$ cat src/rtl/scr1_pipe_fprf_wrctl.sv
// FPRF write-port controller.
// Arbitrates the single FPRF write port among LSU, FPU and EXU move results,
// registers the winning write for the FPRF and keeps a per-register busy
// scoreboard used by the EXU for RAW stalls and WAW issue refusal.
// Optional build macro: SCR1_FPRF_WRCTL_AGING_EN adds per-producer age
// counters so a starved requester is promoted to top priority.
module scr1_pipe_fprf_wrctl #(
    localparam int unsigned SCR1_MPRF_AWIDTH = 5,
    localparam int unsigned SCR1_XLEN        = 32
) (
    input  logic                        clk,
    input  logic                        rst_n,

    // EXU issue / scoreboard query
    input  logic                        exu2wrctl_issue_i,
    input  logic [SCR1_MPRF_AWIDTH-1:0] exu2wrctl_issue_frd_i,
    output logic                        wrctl2exu_issue_rdy_o,
    input  logic [SCR1_MPRF_AWIDTH-1:0] exu2wrctl_frs1_addr_i,
    input  logic [SCR1_MPRF_AWIDTH-1:0] exu2wrctl_frs2_addr_i,
    input  logic [SCR1_MPRF_AWIDTH-1:0] exu2wrctl_frs3_addr_i,
    output logic                        wrctl2exu_frs1_busy_o,
    output logic                        wrctl2exu_frs2_busy_o,
    output logic                        wrctl2exu_frs3_busy_o,

    // LSU load results
    input  logic                        lsu2wrctl_req_i,
    input  logic [SCR1_MPRF_AWIDTH-1:0] lsu2wrctl_frd_i,
    input  logic [SCR1_XLEN-1:0]        lsu2wrctl_data_i,
    output logic                        wrctl2lsu_ack_o,

    // FPU arithmetic results
    input  logic                        fpu2wrctl_req_i,
    input  logic [SCR1_MPRF_AWIDTH-1:0] fpu2wrctl_frd_i,
    input  logic [SCR1_XLEN-1:0]        fpu2wrctl_data_i,
    output logic                        wrctl2fpu_ack_o,

    // EXU integer-to-FP moves
    input  logic                        mov2wrctl_req_i,
    input  logic [SCR1_MPRF_AWIDTH-1:0] mov2wrctl_frd_i,
    input  logic [SCR1_XLEN-1:0]        mov2wrctl_data_i,
    output logic                        wrctl2mov_ack_o,

    // FPRF write interface
    output logic                        wrctl2fprf_w_req_o,
    output logic [SCR1_MPRF_AWIDTH-1:0] wrctl2fprf_frd_addr_o,
    output logic [SCR1_XLEN-1:0]        wrctl2fprf_frd_data_o
);

    localparam int unsigned NumRegs = 2 ** SCR1_MPRF_AWIDTH;

    // Producer index order inside packed vectors: 0 = lsu, 1 = fpu, 2 = mov
    logic [2:0]                  req;
    logic [2:0]                  grant;

    logic [NumRegs-1:1]          busy_q;
    logic [NumRegs-1:1]          busy_d;
    logic [NumRegs-1:0]          busy_full;
    logic [NumRegs-1:0]          busy_next_full;

    logic                        w_req_q;
    logic [SCR1_MPRF_AWIDTH-1:0] w_addr_q;
    logic [SCR1_XLEN-1:0]        w_data_q;

    logic [SCR1_MPRF_AWIDTH-1:0] win_frd;
    logic [SCR1_XLEN-1:0]        win_data;
    logic                        issue_set;

    assign req = {mov2wrctl_req_i, fpu2wrctl_req_i, lsu2wrctl_req_i};

    // f0 is hard-wired not busy; keeping it as a constant bit lets every
    // lookup index the full vector directly with a raw register address.
    assign busy_full = {busy_q, 1'b0};

    // Issue handshake: refuse issue to a destination that is still pending
    always_comb begin
        wrctl2exu_issue_rdy_o = !exu2wrctl_issue_i || !busy_full[exu2wrctl_issue_frd_i];
        issue_set = exu2wrctl_issue_i && wrctl2exu_issue_rdy_o
                    && (exu2wrctl_issue_frd_i != '0);
    end

    // Source busy check; the write stage still counts as pending because the
    // FPRF only commits at the end of that cycle.
    always_comb begin
        wrctl2exu_frs1_busy_o = busy_full[exu2wrctl_frs1_addr_i]
                                || (w_req_q && (w_addr_q == exu2wrctl_frs1_addr_i)
                                    && (exu2wrctl_frs1_addr_i != '0));
        wrctl2exu_frs2_busy_o = busy_full[exu2wrctl_frs2_addr_i]
                                || (w_req_q && (w_addr_q == exu2wrctl_frs2_addr_i)
                                    && (exu2wrctl_frs2_addr_i != '0));
        wrctl2exu_frs3_busy_o = busy_full[exu2wrctl_frs3_addr_i]
                                || (w_req_q && (w_addr_q == exu2wrctl_frs3_addr_i)
                                    && (exu2wrctl_frs3_addr_i != '0));
    end

    // Scoreboard next state: clear on committed write, then set on issue so
    // that a same-edge set wins over a clear.
    always_comb begin
        busy_next_full = busy_full;
        if (w_req_q) begin
            busy_next_full[w_addr_q] = 1'b0;
        end
        if (issue_set) begin
            busy_next_full[exu2wrctl_issue_frd_i] = 1'b1;
        end
        busy_d = busy_next_full[NumRegs-1:1];
    end

    // Scoreboard state
    always_ff @(posedge clk or negedge rst_n) begin
        if (!rst_n) begin
            busy_q <= '0;
        end else begin
            busy_q <= busy_d;
        end
    end

`ifdef SCR1_FPRF_WRCTL_AGING_EN
    logic [2:0][1:0] age_q;
    logic [2:0][1:0] age_d;
    logic [2:0]      aged;

    // Producers that have waited three cycles are promoted ahead of the rest
    always_comb begin
        for (int i = 0; i < 3; i++) begin
            aged[i] = req[i] && (age_q[i] == 2'd3);
        end
        grant = 3'b000;
        if (aged[0]) begin
            grant = 3'b001;
        end else if (aged[1]) begin
            grant = 3'b010;
        end else if (aged[2]) begin
            grant = 3'b100;
        end else if (req[0]) begin
            grant = 3'b001;
        end else if (req[1]) begin
            grant = 3'b010;
        end else if (req[2]) begin
            grant = 3'b100;
        end
    end

    // Age counters count unserved request cycles and saturate at three
    always_comb begin
        for (int i = 0; i < 3; i++) begin
            if (!req[i] || grant[i]) begin
                age_d[i] = 2'd0;
            end else if (age_q[i] == 2'd3) begin
                age_d[i] = 2'd3;
            end else begin
                age_d[i] = age_q[i] + 2'd1;
            end
        end
    end

    // Age counter state
    always_ff @(posedge clk or negedge rst_n) begin
        if (!rst_n) begin
            age_q <= '0;
        end else begin
            age_q <= age_d;
        end
    end
`else
    // Pure fixed priority: lsu > fpu > mov
    always_comb begin
        grant = 3'b000;
        if (req[0]) begin
            grant = 3'b001;
        end else if (req[1]) begin
            grant = 3'b010;
        end else if (req[2]) begin
            grant = 3'b100;
        end
    end
`endif

    assign wrctl2lsu_ack_o = grant[0];
    assign wrctl2fpu_ack_o = grant[1];
    assign wrctl2mov_ack_o = grant[2];

    // Select the winning producer's destination and data
    always_comb begin
        win_frd  = '0;
        win_data = '0;
        unique case (grant)
            3'b001: begin
                win_frd  = lsu2wrctl_frd_i;
                win_data = lsu2wrctl_data_i;
            end
            3'b010: begin
                win_frd  = fpu2wrctl_frd_i;
                win_data = fpu2wrctl_data_i;
            end
            3'b100: begin
                win_frd  = mov2wrctl_frd_i;
                win_data = mov2wrctl_data_i;
            end
            default: begin
                win_frd  = '0;
                win_data = '0;
            end
        endcase
    end

    // Write stage: one-cycle pulse to the FPRF per granted result
    always_ff @(posedge clk or negedge rst_n) begin
        if (!rst_n) begin
            w_req_q  <= 1'b0;
            w_addr_q <= '0;
            w_data_q <= '0;
        end else begin
            w_req_q <= |grant;
            if (|grant) begin
                w_addr_q <= win_frd;
                w_data_q <= win_data;
            end
        end
    end

    assign wrctl2fprf_w_req_o    = w_req_q;
    assign wrctl2fprf_frd_addr_o = w_addr_q;
    assign wrctl2fprf_frd_data_o = w_data_q;

    // A granted result must target a pending destination (f0 excepted)
    logic win_unexpected;
    assign win_unexpected = (|grant) && (win_frd != '0) && !busy_full[win_frd];

    a_write_to_idle_dest : assert property (
        @(posedge clk) disable iff (!rst_n) !win_unexpected
    ) else $error("wrctl: result written to non-pending f%0d", win_frd);

endmodule
$ cat config.mk
export PLATFORM = sky130hd
export DESIGN_NAME = scr1_pipe_fprf_wrctl
export DESIGN_NICKNAME = d
export VERILOG_FILES = /design/src/rtl/scr1_pipe_fprf_wrctl.sv
export SDC_FILE = /design/constraint.sdc
export NUM_CORES = 1
export LEC_CHECK = 0
export BUFFER_PORTS_ARGS = -buffer_cell sky130_fd_sc_hd__buf_2
export CORE_UTILIZATION = 40
export DETAILED_ROUTE_END_ITERATION = 16
export HOLD_SLACK_MARGIN = 0.08
export PLACE_DENSITY = 0.74
export SLEW_MARGIN = 0
export SYNTH_ARGS = -nofsm -noshare
export SYNTH_HDL_FRONTEND = slang
export SYNTH_SLANG_ARGS = --single-unit
$ cat constraint.sdc
create_clock -name clk -period 1.8 [get_ports clk]
set_input_delay 0.18 -clock clk [delete_from_list [all_inputs] [get_ports clk]]
set_output_delay 0.18 -clock clk [all_outputs]
set_load 0.02 [all_outputs]
# [Yosys cells after proc, flatten, opt, wreduce, memory -nomap -nowiden]
# Index checks and enable logic that the tools add are counted.
[word_totals] ff_bits=69 wordCells=60 input_bits=137 output_inout_bits=45
[op_classes] muxes=19 eq_ne=6 reduce_logical=21 n_lt_le_gt_ge=7 bitwise=3
[op_table] op="$pmux W32 S3" count=1
[op_table] op="$mux W32" count=2
[op_table] op="$and A32 B32 Y32" count=1
[op_table] op="$not A32 Y32" count=1
[op_table] op="$or A32 B32 Y32" count=1
[op_table] op="$lt A5 B6 Y1 const B" count=5
[op_table] op="$bmux W1 S5" count=4
[op_table] op="$reduce_bool A5 Y1" count=4
[op_table] op="$eq A5 B5 Y1" count=3
[op_table] op="$pmux W5 S3" count=1
[op_table] op="$demux W1 S5" count=2
[op_table] op="$ge A5 B1 Y1 const B" count=2
[op_table] op="$logic_and A1 B1 Y1" count=10
[op_table] op="$mux W3" count=3
[op_table] op="$mux W1" count=6
[op_table] op="$logic_or A1 B1 Y1" count=4
[op_table] op="$eq A3 B1 Y1 const B" count=1
[op_table] op="$eq A3 B2 Y1 const B" count=1
[op_table] op="$eq A3 B3 Y1 const B" count=1
[op_table] op="$reduce_or A3 Y1" count=1
[op_table] op="$logic_not A1 Y1" count=2

# [Logic depth before layout (Yosys ltp)]
[depth] word_depth=9 depth_mapped=7 depth_no_buf=5

# [Least setup slack after synthesis]
# Ideal clock, no wire load.
[synth_path] kind="input to output" from="in exu2wrctl_frs2_addr_i[0]" to="out wrctl2exu_frs2_busy_o" slack_ns=-0.111 path_buffers=1 t_required_ns=1.620 path_stages=6 arrival_ns=1.731 cell_sequence="clkbuf_1 > mux4_2 > a22oi_1 > nand4_1 > o21ai_0 > nand3_1"
[synth_via] elab_chain_cells=4 elab_cells_between_ends=7 cone_classes="eq/ne: 1; mux: 2; reduce/logical: 4"
[synth_lines] element="from (decl)" line="19" text="input logic [SCR1_MPRF_AWIDTH-1:0] exu2wrctl_frs2_addr_i,"
[synth_lines] element="parallel branches: the longest is 3 deep, another holds $bmux W1 S5"
[synth_lines] element="$logic_or A1 B1 Y1 *" line="88" text="|| (w_req_q && (w_addr_q == exu2wrctl_frs2_addr_i)"
[synth_lines] element="to (decl)" line="22" text="output logic wrctl2exu_frs2_busy_o,"
# Every way passes the cells marked *. The select of a mux whose other input is x is not followed.

# [Worst setup path in the final report]
[layout_path] from="reg busy_q[26] (netlist name)" to="out wrctl2exu_frs1_busy_o"
[layout_via] elab_chain_cells=3
[layout_lines] element="from (decl)" line="55" text="logic [NumRegs-1:1] busy_q;"
[layout_lines] element="from (signal assigned)" line="113" text="busy_q <= busy_d;"
[layout_lines] element="$bmux W1 S5" line="84" text="wrctl2exu_frs1_busy_o = busy_full[exu2wrctl_frs1_addr_i]"
[layout_lines] element="$mux W1 (implied by the code)" line="84"
[layout_lines] element="$logic_or A1 B1 Y1" line="85" text="|| (w_req_q && (w_addr_q == exu2wrctl_frs1_addr_i)"
[layout_lines] element="to (decl)" line="21" text="output logic wrctl2exu_frs1_busy_o,"
# No other way between the ends. The select of a mux whose other input is x is not followed.

==> reports/summary.txt <==
Power Density: 1050 mW/mm^2
main combinational cell family by area after synthesis: compound AO/OA/AOI/OAI gates
Residual DRC: 5
Syn Inst Count: 552
status: complete, but fails checks
GRT overflow: 0
Reg clk slew, reported paths: 50 ps
period utilization: 1.16
# rows: 39
vias per std cell: 5.69
Slew headroom: 0.602
#FFs+latches synth: 69
GPL Wtd Cong: 0.948
Post-synth EDFFs: 0
crit path kind: register to output pin
sw frac: 0.337
Nets: 885
unrepaired setup endpoints after global routing: yes
Async S/R FF share, synth: 1.00
register area share after synthesis: 0.359
mux share of post-synthesis cell area: 0.164
failing checks: design-rule violations, negative setup slack
IO Port Bufs: 181
Synth Cell Area: 0.00480 sq mm
pin count of the biggest net entering global routing: 70
Post-Synth Adder-Cell Area: 0
core area: 0.0116 sq mm
Max Cap Violations: 0
Finished Layout Cells: 896
TritonCTS Buffers: 9
Startpoint Class: register
worst min-delay path category: input port to register
P&R area growth vs syn: 37.8%
worst setup margin: -291 ps
GR Util All Layers: 0.241
Ant. Diodes: 0
Worst R2R Setup Slack: -10 ps
Initial Util: 0.415
Die H: 112 microns
Clock Skew: 6.28 ps
Critical Path RT: 1620 ps
Clock Power Share: 0.284
Net Count, Synth: 689
register area: 0.00173 sq mm
worst-path fanout max: 5
Slowest cell on crit path: mux4_2
Die Wd: 112 microns
Post-Syn Area per Cell: 8.70 sq um
YS warnings: 0
compound-cell area share of the yosys netlist: 0.204
fill count: 1,024
Sw Pwr: 2.34 mW
wire per inst: 16.6 microns
Worst Max-Slew Pin Slew: 591 ps
Cells after DPL: 877
Final setup viols: 10
Synth cell types: 45
cell leakage power: 3.13 nW
XOR/XNOR share of the synthesized area: 0.0219
Fin Setup TNS: -1120 ps
Sequential Power Share: 0.348
Synth Area in Simple Gates: 0.181
Detail Route Antenna Nets: 0
Final HPWL DP: 11,600 microns
H-tree depth: 3
CTS tree: built
Crit path max-delay family: multiplexers
ys flop type: dfrtp_1
vias after detailed routing: 5,095
CTS Sinks: 69
worst stage delay on the critical path: 480 ps
Buf/Inv on CP: 1
Internal: 4.62 mW
Arr. time, crit path: 1910 ps
first-pass GRT wire length: 24,200 microns
Die ar.: 0.0125 sq mm
clock root cell: clkbuf_16
Pre-antenna DRT Iters: 13
share of cells above drive strength 1: 0.402
CP Cell Sequence: mux4_2, a22oi_2, nand4_1, o21ai_1, nand3_1, buf_6
Hold Fails Final Rpt: 0
initial antenna violation count: 0
CTS Buffer Depth: 2
Tmin final: 2090 ps
Multi-input gate area: 0.00287 sq mm
initial DRC count: 319
vias in the first global route: 5,079
Max Slew Vio Count: 0
Fmax: 478 MHz
VDD IR-drop max: 522 uV
clock insertion delay at the later pin of the skew report: 320 ps
CP Capture Type: output pin
I/O pins: 182
combinational fraction of design power: 0.368
Detailed Route WL: 14,900 microns
-- power by group through the flow --
stage / logic (mW) / clock network (mW) / registers, mW
finish: 2.56 / 1.98 / 2.42
detailed placement: 2.34 / 0 / 2.41
CTS: 2.44 / 2.02 / 2.39
floorplan: 1.39 / 0 / 2.35
global placement: 2.26 / 0 / 2.38
global route: 2.78 / 2.10 / 2.47
-- synthesized netlist by cell type (3+ instances only) --
cell type  count  area, sq um
nor2_1       116          435
dfrtp_1       69         1730
o21ai_0       50          250
inv_1         39          146
a21oi_1       37          185
a221oi_1      37          324
clkbuf_1      26         97.6
mux2i_1       26          260
mux4_2        23          518
nand3_1       16         80.1
nand2_1       13         48.8
xnor2_1       12          105
buf_2          9         45.0
o21ai_1        9         45.0
nand3b_1       8         60.1
buf_1          7         26.3
nor3_1         5         25.0
nor2b_1        4         25.0
o31ai_1        4         30.0
o31ai_2        4         50.1
or3_1          4         25.0
a22oi_1        3         22.5
nand4_1        3         18.8
o22ai_1        3         18.8
or3b_2         3         26.3
or4_1          3         22.5
-- cells in the final DEF, fill, tap and decap left out, drive strengths merged, types with 4 or more instances in the layout --
| master | n |
|---|---|
| buf | 228 |
| nor2 | 116 |
| dfrtp | 69 |
| o21ai | 60 |
| inv | 39 |
| a221oi | 37 |
| a21oi | 37 |
| mux2i | 26 |
| mux4 | 23 |
| nand3 | 17 |
| nand2 | 13 |
| xnor2 | 12 |
| clkbuf | 10 |
| nand3b | 9 |
| o31ai | 8 |
| nor3 | 5 |
| nor2b | 4 |
| or3 | 4 |
| or3b | 4 |
| nand4 | 4 |
| o22ai | 4 |
-- timing repair --
action / 4_1_cts / 5_1_grt
hold buffers: 1 / 0
endpoints found under the hold margin: 69 / 0
endpoints found under the setup margin: 16 / 28
setup buffers: 2 / 1
resized for setup: 25 / 27
pin swaps: 12 / 7
-- sequential cells by signal, summed over array words and instances (netlist names) --
register / cells
wrctl2fprf_frd_data_o: 32
busy_q: 31
wrctl2fprf_frd_addr_o: 5
wrctl2fprf_w_req_o: 1
-- through the flow --
step / total power, mW / setup slack (ps) / cell area [sq um] / hold slack [ps] / utilization
2_1_floorplan: 3.74 / -8.12 / 4810 / -116 / -
3_3_place_gp: 4.63 / -22.4 / 6080 / 227 / 0.526
3_5_place_dp: 4.75 / -77.6 / 6080 / 232 / 0.526
4_1_cts: 6.85 / -302 / 6510 / 95.6 / 0.563
5_1_grt: 7.35 / -393 / 6620 / 106 / 0.572
6_report: 6.97 / -291 / 6620 / 99.8 / 0.572
-- area by class of cell --
cell class                      instances  share of cell area
Clock buffer                           10              0.0346
Clock inverter                          6              0.0168
Inverter                               39              0.0221
Multi-Input combinational cell        400               0.434
Sequential cell                        69               0.261
Tap cell                              143              0.0270
Timing Repair Buffer                  229               0.204
-- routing by layer --
metal / share of wire / vias up / global-route usage
met1: 0.40 / 2456 / 0.297
met3: 0.071 / 38 / 0.0408
met2: 0.50 / 211 / 0.420
li1: - / 2390 / -
met4: 0.029 / 0 / 0.100
met5: 0 / - / 0
-- path summary, 6_finish.rpt --
| path | start | endpoint | cells after the start |
|---|---|---|---|
| min in group asynchronous | rst_n | wrctl2fprf_frd_data_o[13]$_DFFE_PN0P_ | 3 |
| hold reg to reg | wrctl2fprf_frd_data_o[6]$_DFFE_PN0P_ | wrctl2fprf_frd_data_o[6]$_DFFE_PN0P_ | 2 |
| hold / removal | lsu2wrctl_data_i[19] | wrctl2fprf_frd_data_o[19]$_DFFE_PN0P_ | 3 |
| max in group asynchronous | rst_n | busy_q[18]$_DFF_PN0_ | 3 |
| setup / recovery | busy_q[26]$_DFF_PN0_ | wrctl2exu_frs1_busy_o | 6 |
| setup reg to reg | busy_q[20]$_DFF_PN0_ | busy_q[19]$_DFF_PN0_ | 6 |
-- logic make-up after synthesis --
| family | Yosys count |
|---|---|
| AND/OR/NAND/NOR | 186 |
| AO/OA/AOI/OAI | 152 |
| buffers and inverters | 83 |
| flip-flops | 69 |
| multiplexers | 50 |
| XOR/XNOR | 12 |
-- tightest hold or removal path, stage by stage --
cell,delay (ps)
buf_2,80
a21oi_1,50
nor2_1,70
(Power assumes the default switching activity.)
